**src/rtl/regfile_write_arbiter_pkg.sv**
```systemverilog
// Shared types and sizes for the register-file write arbiter.
// Latency: n/a (declarations only).
// Backpressure: n/a.
package regfile_write_arbiter_pkg;

   localparam int XLEN       = 32;
   localparam int REG_ADDR_W = 5;
   localparam int NUM_REGS   = 32;
   localparam int FIFO_DEPTH = 4;

   // One queued register-file write
   typedef struct packed {
      logic [REG_ADDR_W-1:0] rd;
      logic [XLEN-1:0]       data;
   } wb_entry_t;

   // Which producer owns the write port this cycle
   typedef enum logic [1:0] {
      SLOT_NONE   = 2'd0,
      SLOT_WB     = 2'd1,
      SLOT_FIFO   = 2'd2,
      SLOT_BYPASS = 2'd3
   } slot_e;

   // One-hot register mask for a destination register
   function automatic logic [NUM_REGS-1:0] onehot_rd(input logic [REG_ADDR_W-1:0] rd);
      logic [NUM_REGS-1:0] m;
      m     = '0;
      m[rd] = 1'b1;
      return m;
   endfunction

endpackage

```
**src/rtl/regfile_write_arbiter_if.sv**
```systemverilog
// Producer-side and register-file-side signals of the write arbiter.
// Latency: n/a (wiring only).
// Backpressure: M-unit stalls on M_READY=0; the pipeline writeback never stalls.
interface regfile_write_arbiter_if #(
   parameter int ADDR_W = 5,
   parameter int DATA_W = 32
);
   logic              WB_VALID;
   logic [ADDR_W-1:0] WB_RD;
   logic [DATA_W-1:0] WB_DATA;
   logic              M_VALID;
   logic              M_READY;
   logic [ADDR_W-1:0] M_RD;
   logic [DATA_W-1:0] M_DATA;
   logic              WRITEENABLE;
   logic [ADDR_W-1:0] WRITEADDRESS;
   logic [DATA_W-1:0] WRITEDATA;
   logic [31:0]       PENDING;
   logic              WAW_ERR;

   // Arbiter side
   modport slave (
      input  WB_VALID, WB_RD, WB_DATA, M_VALID, M_RD, M_DATA,
      output M_READY, WRITEENABLE, WRITEADDRESS, WRITEDATA, PENDING, WAW_ERR
   );

   // Producers / register file / hazard unit side
   modport master (
      output WB_VALID, WB_RD, WB_DATA, M_VALID, M_RD, M_DATA,
      input  M_READY, WRITEENABLE, WRITEADDRESS, WRITEDATA, PENDING, WAW_ERR
   );
endinterface

```
**src/rtl/regfile_write_arbiter_wb_fifo.sv**
```systemverilog
// Synchronous FIFO of pending M-unit register writes, with per-entry visibility.
// Latency: pushed entry is visible at head the cycle after the push.
// Backpressure: full flag; caller must not push when full nor pop when empty.
module regfile_write_arbiter_wb_fifo
   import regfile_write_arbiter_pkg::*;
#(
   parameter int DEPTH = 4,
   localparam int PW    = $clog2(DEPTH),
   localparam int CNT_W = PW + 1
) (
   input  logic                  CLK,
   input  logic                  RESET,
   input  logic                  push,
   input  wb_entry_t             din,
   input  logic                  pop,
   output logic                  full,
   output logic                  empty,
   output logic [CNT_W-1:0]      count,
   output wb_entry_t             head,
   output logic [DEPTH-1:0]      ent_vld,
   output logic [REG_ADDR_W-1:0] ent_rd [DEPTH]
);

   wb_entry_t       mem [DEPTH];
   logic [PW-1:0]   wr_ptr;
   logic [PW-1:0]   rd_ptr;

   // Pointer and occupancy bookkeeping; pointers wrap naturally (DEPTH is a power of two)
   always_ff @(posedge CLK) begin
      if (RESET) begin
         wr_ptr <= '0;
         rd_ptr <= '0;
         count  <= '0;
      end else begin
         if (push) wr_ptr <= wr_ptr + 1'b1;
         if (pop)  rd_ptr <= rd_ptr + 1'b1;
         if (push && !pop)      count <= count + 1'b1;
         else if (pop && !push) count <= count - 1'b1;
      end
   end

   // Storage; stale contents after reset are masked by ent_vld
   always_ff @(posedge CLK) begin
      if (push) mem[wr_ptr] <= din;
   end

   assign full  = (count == CNT_W'(DEPTH));
   assign empty = (count == '0);
   assign head  = mem[rd_ptr];

   // An entry is live when its distance from the read pointer is below the count
   for (genvar g = 0; g < DEPTH; g++) begin : g_ent
      logic [PW-1:0] off;
      assign off        = PW'(g) - rd_ptr;
      assign ent_vld[g] = ({1'b0, off} < count);
      assign ent_rd[g]  = mem[g].rd;
   end

endmodule

```
**src/rtl/regfile_write_arbiter.sv**
```systemverilog
// Merges pipeline writeback and M-unit results onto the single register-file write port.
// Latency: one cycle from the selecting event to the registered write.
// Backpressure: M_READY drops while the M-result FIFO is full; writeback is never stalled.
module regfile_write_arbiter
   import regfile_write_arbiter_pkg::*;
#(
   parameter int DEPTH  = FIFO_DEPTH,
   parameter int ADDR_W = REG_ADDR_W,
   parameter int DATA_W = XLEN
) (
   input  logic                     CLK,
   input  logic                     RESET,
   regfile_write_arbiter_if.slave   bus
);

   localparam int CNT_W = $clog2(DEPTH) + 1;

   logic                  m_ready;
   logic                  m_hs;
   logic                  wb_sel;
   logic                  push;
   logic                  pop;
   slot_e                 slot;
   wb_entry_t             m_entry;
   logic                  fifo_full;
   logic                  fifo_empty;
   logic [CNT_W-1:0]      fifo_count;
   wb_entry_t             fifo_head;
   logic [DEPTH-1:0]      ent_vld;
   logic [REG_ADDR_W-1:0] ent_rd [DEPTH];
   logic [NUM_REGS-1:0]   pending;
   logic                  we_q;
   logic [ADDR_W-1:0]     addr_q;
   logic [DATA_W-1:0]     data_q;
   logic                  waw_q;

   // Readiness depends only on registered occupancy; a same-cycle pop does not help
   assign m_ready = !RESET && (fifo_count != CNT_W'(DEPTH));
   assign m_hs    = bus.M_VALID && m_ready;
   assign wb_sel  = bus.WB_VALID && (bus.WB_RD != '0);
   assign m_entry = '{rd: bus.M_RD, data: bus.M_DATA};

   // Slot priority: writeback, then FIFO head, then direct M bypass; x0 targets never write
   always_comb begin
      slot = SLOT_NONE;
      push = 1'b0;
      pop  = 1'b0;
      if (wb_sel) begin
         slot = SLOT_WB;
      end else if (!fifo_empty) begin
         slot = SLOT_FIFO;
         pop  = 1'b1;
      end else if (m_hs && (bus.M_RD != '0)) begin
         slot = SLOT_BYPASS;
      end
      if (m_hs && (bus.M_RD != '0) && (slot != SLOT_BYPASS) && !fifo_full) push = 1'b1;
   end

   regfile_write_arbiter_wb_fifo #(.DEPTH(DEPTH)) u_fifo (
      .CLK     (CLK),
      .RESET   (RESET),
      .push    (push),
      .din     (m_entry),
      .pop     (pop),
      .full    (fifo_full),
      .empty   (fifo_empty),
      .count   (fifo_count),
      .head    (fifo_head),
      .ent_vld (ent_vld),
      .ent_rd  (ent_rd)
   );

   // Registers still owed by queued M results, for the hazard unit
   always_comb begin
      pending = '0;
      for (int i = 0; i < DEPTH; i++) begin
         if (ent_vld[i]) pending = pending | onehot_rd(ent_rd[i]);
      end
   end

   // Registered write port plus sticky write-after-write error
   always_ff @(posedge CLK) begin
      if (RESET) begin
         we_q   <= 1'b0;
         addr_q <= '0;
         data_q <= '0;
         waw_q  <= 1'b0;
      end else begin
         we_q   <= (slot != SLOT_NONE);
         addr_q <= '0;
         data_q <= '0;
         case (slot)
            SLOT_WB: begin
               addr_q <= bus.WB_RD;
               data_q <= bus.WB_DATA;
            end
            SLOT_FIFO: begin
               addr_q <= fifo_head.rd;
               data_q <= fifo_head.data;
            end
            SLOT_BYPASS: begin
               addr_q <= bus.M_RD;
               data_q <= bus.M_DATA;
            end
            default: ;
         endcase
         if (wb_sel && pending[bus.WB_RD]) waw_q <= 1'b1;
      end
   end

   assign bus.M_READY      = m_ready;
   assign bus.WRITEENABLE  = we_q;
   assign bus.WRITEADDRESS = addr_q;
   assign bus.WRITEDATA    = data_q;
   assign bus.PENDING      = pending;
   assign bus.WAW_ERR      = waw_q;

endmodule

```
**src/flat_wrapper.sv**
```systemverilog
// flat-port wrapper written by rule: the top's interface ports become plain ports
module regfile_write_arbiter_flat import regfile_write_arbiter_pkg::*;
#(
   parameter int DEPTH  = FIFO_DEPTH,
   parameter int ADDR_W = REG_ADDR_W,
   parameter int DATA_W = XLEN
)
  (CLK, RESET, bus_WB_VALID, bus_WB_RD, bus_WB_DATA, bus_M_VALID, bus_M_RD, bus_M_DATA, bus_M_READY, bus_WRITEENABLE, bus_WRITEADDRESS, bus_WRITEDATA, bus_PENDING, bus_WAW_ERR);
  regfile_write_arbiter_if #(.ADDR_W(ADDR_W), .DATA_W(DATA_W)) bus_i ();
  input  logic CLK;
  input  logic RESET;
  input wire logic [$bits(bus_i.WB_VALID)-1:0] bus_WB_VALID;
  input wire logic [$bits(bus_i.WB_RD)-1:0] bus_WB_RD;
  input wire logic [$bits(bus_i.WB_DATA)-1:0] bus_WB_DATA;
  input wire logic [$bits(bus_i.M_VALID)-1:0] bus_M_VALID;
  input wire logic [$bits(bus_i.M_RD)-1:0] bus_M_RD;
  input wire logic [$bits(bus_i.M_DATA)-1:0] bus_M_DATA;
  output wire logic [$bits(bus_i.M_READY)-1:0] bus_M_READY;
  output wire logic [$bits(bus_i.WRITEENABLE)-1:0] bus_WRITEENABLE;
  output wire logic [$bits(bus_i.WRITEADDRESS)-1:0] bus_WRITEADDRESS;
  output wire logic [$bits(bus_i.WRITEDATA)-1:0] bus_WRITEDATA;
  output wire logic [$bits(bus_i.PENDING)-1:0] bus_PENDING;
  output wire logic [$bits(bus_i.WAW_ERR)-1:0] bus_WAW_ERR;
  assign bus_i.WB_VALID = bus_WB_VALID;
  assign bus_i.WB_RD = bus_WB_RD;
  assign bus_i.WB_DATA = bus_WB_DATA;
  assign bus_i.M_VALID = bus_M_VALID;
  assign bus_i.M_RD = bus_M_RD;
  assign bus_i.M_DATA = bus_M_DATA;
  assign bus_M_READY = bus_i.M_READY;
  assign bus_WRITEENABLE = bus_i.WRITEENABLE;
  assign bus_WRITEADDRESS = bus_i.WRITEADDRESS;
  assign bus_WRITEDATA = bus_i.WRITEDATA;
  assign bus_PENDING = bus_i.PENDING;
  assign bus_WAW_ERR = bus_i.WAW_ERR;
  regfile_write_arbiter #(.DEPTH(DEPTH), .ADDR_W(ADDR_W), .DATA_W(DATA_W)) u_core (.CLK(CLK), .RESET(RESET), .bus(bus_i));
endmodule
```
**config.mk**
```make
export PLATFORM = sky130hd
export DESIGN_NAME = regfile_write_arbiter_flat
export DESIGN_NICKNAME = d
export VERILOG_FILES = /design/src/rtl/regfile_write_arbiter_pkg.sv /design/src/rtl/regfile_write_arbiter_if.sv /design/src/rtl/regfile_write_arbiter_wb_fifo.sv /design/src/rtl/regfile_write_arbiter.sv /design/src/flat_wrapper.sv
export SDC_FILE = /design/constraint.sdc
export NUM_CORES = 1
export LEC_CHECK = 0
export CAP_MARGIN = 20
export CORE_MARGIN = 2
export CORE_UTILIZATION = 65
export DETAILED_ROUTE_END_ITERATION = 7
export DONT_BUFFER_PORTS = 1
export GPL_TIMING_DRIVEN = 0
export PLACE_DENSITY = 0.81
export SLEW_MARGIN = 25
export SYNTH_ARGS = -nofsm -noshare
export SYNTH_HDL_FRONTEND = slang
export SYNTH_SLANG_ARGS = --single-unit
```
**constraint.sdc**
```tcl
create_clock -name CLK -period 8.3 [get_ports CLK]
set_clock_uncertainty 0.1 [all_clocks]
set_input_delay 2.49 -clock CLK [delete_from_list [all_inputs] [get_ports CLK]]
set_output_delay 2.49 -clock CLK [all_outputs]
set_load 0.05 [all_outputs]
```
**After elaboration in Yosys (flattened, before gate mapping)**

Memories as Yosys holds them, arrays and structs flattened. A register that Yosys moved wholly into a read port is not among the register bits.
Index checks and enable logic that the tools add are counted.

- Register bits: 46
- Input port bits: 78
- Output and inout port bits: 72
- Memories kept: 1
- Memory bits (writable): 148
- Logic and storage cells: 88

Memory list:

| memory | depth | width | read ports | clocked after Yosys merged registers in | write ports | RTL line | text |
|---|---|---|---|---|---|---|---|
| u_core.u_fifo.mem | 4 | 37 | 5 | 1 | 1 | regfile_write_arbiter_wb_fifo.sv:24 | `wb_entry_t mem [DEPTH];` |

- Order comparisons: 13
- Bitwise logic cells: 3
- Mux-type cells: 28
- Equal/unequal tests: 6
- Reduce and logical (&&, ||, !) cells: 22
- $add $sub $neg: 8

Operators with widths:

| cell | count |
|---|---|
| 32-bit two-way mux | 4 |
| 32-bit bitwise OR | 3 |
| 32-bit case mux with 3 select lines | 1 |
| 5-bit by 6-bit < comparator with 1-bit output, second input constant | 5 |
| 1-bit demux with 5-bit select | 4 |
| 5-bit by 1-bit greater-or-equal comparator with 1-bit output, second input constant | 4 |
| 5-bit case mux with 3 select lines | 1 |
| 1-bit logical AND | 13 |
| 2-bit by 3-bit < comparator with 1-bit output | 4 |
| 1-bit two-way mux | 10 |
| 2-bit two-way mux | 5 |
| 5-bit nonzero test | 2 |
| 3-bit two-way mux | 2 |
| 1-bit binary-select mux with 5-bit select | 1 |
| 2-bit by 1-bit adder with 2-bit output, second input constant | 2 |
| 2-bit equality test, second input constant | 2 |
| 1-bit zero test | 4 |
| 2-bit nonzero test | 2 |
| 1-bit by 2-bit subtractor with 2-bit output, first input constant | 2 |
| 2-bit subtractor, first input constant | 2 |
| 3-bit by 1-bit adder with 3-bit output, second input constant | 1 |
| 3-bit equality test, second input constant | 1 |
| 3-bit zero test | 1 |
| 3-bit inequality test, second input constant | 1 |
| 3 further kinds | 3 |

**Logic depth before layout (Yosys ltp)**

Gate-level depths: netlist (run 1).

- Depth after elaboration: 15
- Depth in mapped cells: 13
- Depth with buffers taken out: 11

**By module**

A second synthesis (run 1) with hierarchy kept.

- Cell total of the unflattened synthesis: 690
- Area total of the unflattened synthesis: 9,296.4 sq um

Modules (own cells, without submodules):

| module | area an instance (sq um) | cells an instance | seq. area each (sq um) | times used |
|---|---|---|---|---|
| regfile_write_arbiter_wb_fifo | 6,100.9 | 275 | 4,624.4 | 1 |
| regfile_write_arbiter | 3,195.6 | 415 | 780.7 | 1 |

**Worst setup path before layout (run 1)**

No wires, ideal clock.

- Path kind: input -> output
- Start: input RESET
- End: output bus_M_READY
- Buffers on the path: 0
- Data required time: 5.710 ns
- Stages on the path: 1
- Arrival time: 3.284 ns
- Setup slack: 2.426 ns
- Path through: a21oi_1

- Word-level cells in the longest chain between the ends: 2

RTL lines:

| what | RTL line | text |
|---|---|---|
| from (decl) | flat_wrapper.sv:11 | `input logic RESET;` |
| 1-bit zero test | regfile_write_arbiter.sv:38 | `assign m_ready = !RESET && (fifo_count != CNT_W'(DEPTH));` |
| 1-bit logical AND | regfile_write_arbiter.sv:38 |  |
| to (decl) | flat_wrapper.sv:18 | `output wire logic [$bits(bus_i.M_READY)-1:0] bus_M_READY;` |

Every way passes these cells.

**Worst setup path after layout (run 1)**

- Start: register u_core.u_fifo.rd_ptr[0]
- End: output bus_PENDING[28]

- Word-level cells in the longest chain between the ends: 9
- Elaborated cells between the ends (all ways): 15
- Classes of those cells: add/sub: 4; order compare: 4; mux: 4; bitwise: 3

RTL lines:

| what | RTL line | text |
|---|---|---|
| from (decl) | regfile_write_arbiter_wb_fifo.sv:26 | `logic [PW-1:0] rd_ptr;` |
| from (signal assigned) | regfile_write_arbiter_wb_fifo.sv:36 | `if (pop) rd_ptr <= rd_ptr + 1'b1;` |
| 1-bit by 2-bit subtractor with 2-bit output | regfile_write_arbiter_wb_fifo.sv:54 | `assign off = PW'(g) - rd_ptr;` |
| 2-bit by 3-bit < comparator with 1-bit output | regfile_write_arbiter_wb_fifo.sv:55 | `assign ent_vld[g] = ({1'b0, off} < count);` |
| 32-bit two-way mux | regfile_write_arbiter.sv:77 | `if (ent_vld[i]) pending = pending \| onehot_rd(ent_rd[i]);` |
| 32-bit bitwise OR | regfile_write_arbiter.sv:77 |  |
| 32-bit two-way mux | regfile_write_arbiter.sv:77 |  |
| 32-bit bitwise OR | regfile_write_arbiter.sv:77 |  |
| 32-bit two-way mux | regfile_write_arbiter.sv:77 |  |
| 32-bit bitwise OR | regfile_write_arbiter.sv:77 |  |
| 32-bit two-way mux (*) | regfile_write_arbiter.sv:77 |  |
| to (decl) | flat_wrapper.sv:22 | `output wire logic [$bits(bus_i.PENDING)-1:0] bus_PENDING;` |

Mark *: on every way between the ends. The rest lies on a longest branch, timed or not.

==> impl_metrics.env, run 1 <==
export IMPL_core_rowCount=43
export IMPL_run_status="complete, no violations"
export IMPL_maxSlewHeadroom_pct=24.6
export IMPL_async_s_r_ff_share_synth_pct=0
export IMPL_r2r_slack_ns=4.34
export IMPL_drt_first_iter_violations=957
export IMPL_synth_enable_flop_cells=148
export IMPL_final_max_slew_violation_count=0
export IMPL_first_global_vias=6909
export IMPL_clock_root_buffer_master="clkbuf_16"
export IMPL_clkTransAtPathRegs_ns=0.07
export IMPL_critical_path_required_ns=5.71
export IMPL_timing_critical_path_cells="buf_2, xnor2_1, inv_1, ha_1, nand2b_1, o2111ai_1, o22ai_1, a221o_1"
export IMPL_num_io_pins=150
export IMPL_netlist_area_before_placement_mm2=0.00913
export IMPL_antenna_found_initial=1
export IMPL_worst_path_buf_inv=2
export IMPL_clockBufferDepth=2
export IMPL_r2r_end="u_core.u_fifo.count[2]"
export IMPL_timing_hold_worst_class="reg2reg"
export IMPL_postCtsSetupRepairBufs=0
export IMPL_hold_slack_ns=0.502
export IMPL_syn_nets=773
export IMPL_vias=6908
export IMPL_worst_r2r_path_depth=11
export IMPL_synth_sequential_area_ratio_pct=59.2
export IMPL_clk_insertion_delay_late_ns=0.43
export IMPL_clock_sinks=196
export IMPL_power_density_mw_per_mm2=299
export IMPL_ys_warnings_count=0
export IMPL_synth_top_cell_by_area="edfxtp_1"
export IMPL_hold_path_depth=2
export IMPL_drc=0
export IMPL_finalCriticalPeriod_ns=5.99
export IMPL_cp_end_kind="primary output"
export IMPL_irDropWorstVdd_uv=247
export IMPL_grt_total_usage_pct=37.3
export IMPL_die_x_um=123
export IMPL_crit_path_max_incr_delay_ns=0.94
export IMPL_count_of_state_elements_after_synthesis=196
export IMPL_wl_per_cell_um=30.2
export IMPL_yosys_top_cells_area="edfxtp_1 (49%), dfxtp_1 (11%), mux4_2 (9.1%)"
export IMPL_leakagePower_nw=3.25
export IMPL_tritoncts_clock_tree="yes"
export IMPL_dieArea_mm2=0.0150
export IMPL_grt_first_pass_wirelength_um=40400
export IMPL_clock_fmax_ghz=0.167
export IMPL_floorplan_initialDensity_pct=66.0
export IMPL_syn_mean_instance_area_um2=13.3
export IMPL_critical_path_top_delay_family="compound AO/OA/AOI/OAI gates"
export IMPL_holdPathEnd="u_core.u_fifo.wr_ptr[0]"
export IMPL_timing_final_crit_share_pct=72.1
export IMPL_routed_wirelength_um=27300
export IMPL_num_nets_final=800
export IMPL_worst_setup_path_startpoint="u_core.u_fifo.rd_ptr[0]"
export IMPL_final_hold_viol_count=0
export IMPL_least_margin_pin_slew_ns=1.13
export IMPL_cts_hold_buffers=0
export IMPL_drv_max_cap_violation_count=0
export IMPL_setup_repair_after_global_routing_missed_its_margin="no"
export IMPL_synth_main_ff_cell="edfxtp_1"
export IMPL_grt_max_degree=23
export IMPL_worst_path_max_fanout=9
export IMPL_drtPass1Iterations=6
export IMPL_final_common_cell="edfxtp_1"
export IMPL_critical_path_startpoint_type="register"
export IMPL_diodes=0
export IMPL_globalRouteOverflowTotal=0
export IMPL_globalplace_congestion=0.983
export IMPL_mostFrequentLayoutCells="edfxtp_1 (148), nor2_1 (70), dfxtp_1 (48)"
export IMPL_setup_violations_final=0
export IMPL_syn_to_final_growth_pct=12.1
export IMPL_avgViaCountPerCell=7.63
export IMPL_critical_path_arrival_ns=3.40
export IMPL_cts_repair_resize_count=0
export IMPL_io_buffers=0
export IMPL_count_of_antenna_violating_nets_left_after_detailed_routing=0
export IMPL_timing_setup_tns_ns=0
export IMPL_synth_largest_type_area_fraction_pct=48.7
export IMPL_worstHoldStart="u_core.u_fifo.wr_ptr[0]"
export IMPL_worst_path_max_delay_cell="o2111ai_1"
export IMPL_coreArea_mm2=0.0138
export IMPL_critical_path_class="reg2out"
export IMPL_dpl_hpwl_um=18400
export IMPL_fillCellCount=760
export IMPL_timing_rr_start="u_core.u_fifo.count[0]"
export IMPL_layout_drive_gt1_share_pct=17.0
export IMPL_cts_inserted_buffers=17
export IMPL_htree_num_levels=4
export IMPL_syn_instance_count=685
export IMPL_synth_cell_type_count=62
export IMPL_floorplan_die_height_um=123
==> tightest hold or removal path, stage by stage, from the launching register on <==
cell     delay (ns)
dfxtp_1        0.36
xnor2_1        0.16
nor2_1         0.04
==> power breakdown <==
group          leakage [nW]  internal (mW)  switching [mW]
clock                 0.302          0.461           0.382
combinational          1.21          0.312           0.565
sequential             1.74           1.14           0.191
total                  3.25           1.92            1.14
==> state kept, by name (all words and copies together), names as in the netlist, named ones only <==
register,flops
u_core.bus.WRITEENABLE,1
u_core.u_fifo.mem,148
u_core.u_fifo.rd_ptr,2
u_core.u_fifo.count,3
u_core.bus.WRITEADDRESS,5
u_core.bus.WAW_ERR,1
u_core.bus.WRITEDATA,32
u_core.u_fifo.wr_ptr,2
==> layout make-up <==
class	instances	area (um2)	share of cell area, %
multi-input cells	424	3610	35.2
plain buffers	48	189	1.85
clock inverters	11	129	1.26
inverters	17	63.8	0.624
clock buffers	21	482	4.71
well taps	180	225	2.20
flip-flops and latches	196	5410	52.8
repair buffers	8	133	1.30
==> cell families after synthesis <==
logic type | synth area share (%)
AO/OA/AOI/OAI | 14.5
XOR/XNOR | 0.575
adder cells (fa/ha/maj) | 1.45
buffers and inverters | 2.75
flip-flops | 59.2
multiplexers | 10.0
AND/OR/NAND/NOR | 11.5
==> worst max-delay path by stage <==
stage	endpoint	slack [ns]	depth (start not counted)
5_1_grt	bus_PENDING[28]	2.24	8
3_5_place_dp	bus_PENDING[4]	2.65	7
3_3_place_gp	u_core.u_fifo.mem[1][14]	1.98	4
6_report	bus_PENDING[28]	2.31	8
4_1_cts	bus_PENDING[4]	2.14	7
2_1_floorplan	bus_M_READY	2.43	1
==> metal layers <==
metal | share of wire (%) | global-route usage (%)
met5 | 0 | 0
met4 | 3.8 | 16.7
met1 | 36 | 49.0
met3 | 13 | 10.3
met2 | 48 | 58.4
==> Yosys cell counts, types with 8 or more instances <==
cell       number
nor2_1         70
nor3_1          9
o2111ai_1       8
nand2b_1       10
o22ai_1        24
edfxtp_1      148
a22oi_1        38
nand3b_1       10
and2_1          8
nand3_1         8
nand2_1        16
mux4_2         37
clkbuf_1       39
or3_1          16
a221o_1         8
ha_1            9
o221ai_1       14
a211oi_1       33
inv_1          17
dfxtp_1        48
==> through the flow <==
step	cells	utilization (%)	area (um2)	power (mW)	setup WS, ns
floorplan	685	-	9130	1.95	2.43
global placement	865	67.7	9360	2.13	1.98
detailed placement	871	69.4	9600	2.19	2.65
CTS	903	73.8	10200	3.04	2.14
global route	905	74.0	10200	3.14	2.24
finish	905	74.0	10200	3.05	2.31
Power figures use the tool's default switching activity.
==> run 2: changes to the inputs <==
--- a/config.mk
+++ b/config.mk
@@ -7,11 +7,11 @@
 export LEC_CHECK = 0
 export CAP_MARGIN = 20
 export CORE_MARGIN = 2
-export CORE_UTILIZATION = 65
+export CORE_UTILIZATION = 64
 export DETAILED_ROUTE_END_ITERATION = 7
 export DONT_BUFFER_PORTS = 1
 export GPL_TIMING_DRIVEN = 0
-export PLACE_DENSITY = 0.81
+export PLACE_DENSITY = 0.8
 export SLEW_MARGIN = 25
 export SYNTH_ARGS = -nofsm -noshare
 export SYNTH_HDL_FRONTEND = slang
==> constraint.sdc (replaced) <==
create_clock -name CLK -period 5.68 [get_ports CLK]
set_clock_uncertainty 0.1 [all_clocks]
set_input_delay 1.704 -clock CLK [delete_from_list [all_inputs] [get_ports CLK]]
set_output_delay 1.704 -clock CLK [all_outputs]
set_load 0.05 [all_outputs]
==> run 2 against run 1 <==
Compared with the run above: clock-buffer cell count decreased by 3; first-iteration DRC count fell by 2.8%; utilization decreased by 1.0 points; design area decreased by 0.61%.
==> impl_metrics.env, run 2 (synthesis gave the netlist of run 1 again) <==
export IMPL_run_status="complete, no violations"
export IMPL_timing_final_crit_share_pct=88.5
export IMPL_dieArea_mm2=0.0152
export IMPL_core_rowCount=43
export IMPL_number_of_standard_cells_in_the_final_layout_excluding_fillers=907
export IMPL_clk_insertion_delay_late_ns=0.43
export IMPL_worst_setup_path_startpoint="u_core.u_fifo.count[1]"
export IMPL_flip_flop_count_of_the_largest_register_after_layout=148
export IMPL_dpl_hpwl_um=17600
export IMPL_vias=6651
export IMPL_clkTransAtPathRegs_ns=0.07
export IMPL_clock_fmax_ghz=0.199
export IMPL_setup_repair_after_global_routing_missed_its_margin="no"
export IMPL_drc=0
export IMPL_drtPass1Iterations=6
export IMPL_antenna_found_initial=0
export IMPL_floorplan_die_height_um=123
export IMPL_globalRouteOverflowTotal=0
export IMPL_leakagePower_nw=3.21
export IMPL_tritoncts_clock_tree="yes"
export IMPL_wl_per_cell_um=28.0
export IMPL_floorplan_initialDensity_pct=65.5
export IMPL_irDropWorstVdd_uv=286
export IMPL_finalCriticalPeriod_ns=5.02
export IMPL_timing_setup_tns_ns=0
export IMPL_avgViaCountPerCell=7.33
export IMPL_register_area_mm2=0.00541
export IMPL_final_max_slew_violation_count=0
export IMPL_r2r_end="u_core.bus.WAW_ERR"
export IMPL_grt_max_degree=27
export IMPL_worstSetupEndpoint="bus_PENDING[12]"
export IMPL_clockBufferDepth=2
export IMPL_timing_hold_worst_class="reg2reg"
export IMPL_cts_inserted_buffers=17
export IMPL_multiInputGateArea_mm2=0.00361
export IMPL_least_margin_pin_slew_ns=1.10
export IMPL_setup_ws_ns=0.656
export IMPL_drt_first_iter_violations=930
export IMPL_critical_path_arrival_ns=3.22
export IMPL_num_nets_final=802
export IMPL_postCtsSetupRepairBufs=0
export IMPL_die_x_um=123
export IMPL_timing_rr_start="u_core.u_fifo.count[1]"
export IMPL_routed_wirelength_um=25400
export IMPL_clock_sinks=196
export IMPL_maxSlewHeadroom_pct=26.0
export IMPL_setup_violations_final=0
export IMPL_place_ws_ns=0.904
export IMPL_worst_path_max_fanout=5
export IMPL_fillCellCount=844
export IMPL_syn_to_final_growth_pct=11.4
export IMPL_clock_root_buffer_master="clkbuf_16"
export IMPL_r2r_slack_ns=1.78
export IMPL_critical_path_startpoint_type="register"
export IMPL_globalplace_congestion=0.913
export IMPL_first_global_vias=6559
export IMPL_cp_end_kind="primary output"
export IMPL_worst_r2r_path_depth=9
export IMPL_count_of_antenna_violating_nets_left_after_detailed_routing=0
export IMPL_coreArea_mm2=0.0139
export IMPL_cts_hold_buffers=0
export IMPL_diodes=0
export IMPL_power_density_mw_per_mm2=427
export IMPL_grt_first_pass_wirelength_um=37300
export IMPL_mostFrequentLayoutCells="edfxtp_1 (148), nor2_1 (70), dfxtp_1 (48)"
export IMPL_critical_path_class="reg2out"
export IMPL_placed_cells=875
export IMPL_layout_drive_gt1_share_pct=16.9
export IMPL_final_hold_viol_count=0
export IMPL_htree_num_levels=4
export IMPL_grt_total_usage_pct=33.9
export IMPL_io_buffers=0
export IMPL_drv_max_cap_violation_count=0
export IMPL_critical_path_required_ns=3.88
export IMPL_num_io_pins=150
export IMPL_final_common_cell="edfxtp_1"
export IMPL_top_register="u_core.u_fifo.mem"
export IMPL_cts_repair_resize_count=0
==> run 2: cell types whose count changed in the layout (fill, tap and decap cells not counted), moves of 2 or more <==
| cell | change |
|---|---|
| clkinvlp_4 | +3 |
| buf_16 | -4 |
| buf_1 | +2 |
| clkbuf_8 | -2 |
| buf_12 | +4 |
==> run 2: worst max-delay path, cell delays in order, from the launching register on <==
cell and delay (ns):
dfxtp_1 0.41, inv_1 0.12, ha_1 0.33, and2b_1 0.22, a2111oi_2 1.01, a221o_1 0.70
==> run 2: area by class of cell <==
type	instances	area share [%]
plain buffers	48	1.85
clock inverters	14	1.37
inverters	17	0.627
flip-flops and latches	196	53.1
repair buffers	10	1.13
well taps	180	2.21
clock buffers	18	4.22
multi-input cells	424	35.5
==> run 2: worst min-delay path by stage <==
stage	cells after the start	slack, ns	startpoint	end
after detailed placement	2	0.47	u_core.u_fifo.wr_ptr[0]	u_core.u_fifo.wr_ptr[0]
after CTS	2	0.49	u_core.u_fifo.wr_ptr[0]	u_core.u_fifo.wr_ptr[0]
final	2	0.49	u_core.u_fifo.wr_ptr[0]	u_core.u_fifo.wr_ptr[0]
after global placement	2	0.43	u_core.u_fifo.wr_ptr[1]	u_core.u_fifo.wr_ptr[1]
after floorplan	2	0.41	u_core.u_fifo.wr_ptr[1]	u_core.u_fifo.wr_ptr[1]
after global routing	2	0.52	u_core.u_fifo.wr_ptr[0]	u_core.u_fifo.wr_ptr[0]
==> run 2: metal layers <==
layer	GRT usage, %	part of all wire, %	vias up	wire (um)
met1	43.9	37	3243	9270
met2	54.1	48	504	12200
met5	0	0	-	0
met3	7.84	11	84	2860
met4	17.0	4.3	0	1100
li1	-	-	2820	-
==> run 2: power by group <==
part | switching [mW] | internal, mW | leakage (nW)
clock network | 0.569 | 0.583 | 0.268
logic | 0.794 | 0.454 | 1.21
registers | 0.273 | 1.67 | 1.74
==> run 2: stage by stage <==
step	hold slack [ns]	power, mW	util [%]	cell area, um2
floorplan	0.414	2.85	-	9130
global placement	0.427	3.12	67.1	9360
detailed placement	0.472	3.19	68.9	9600
CTS	0.486	4.33	73.0	10200
global route	0.518	4.48	73.0	10200
finish	0.488	4.35	73.0	10200
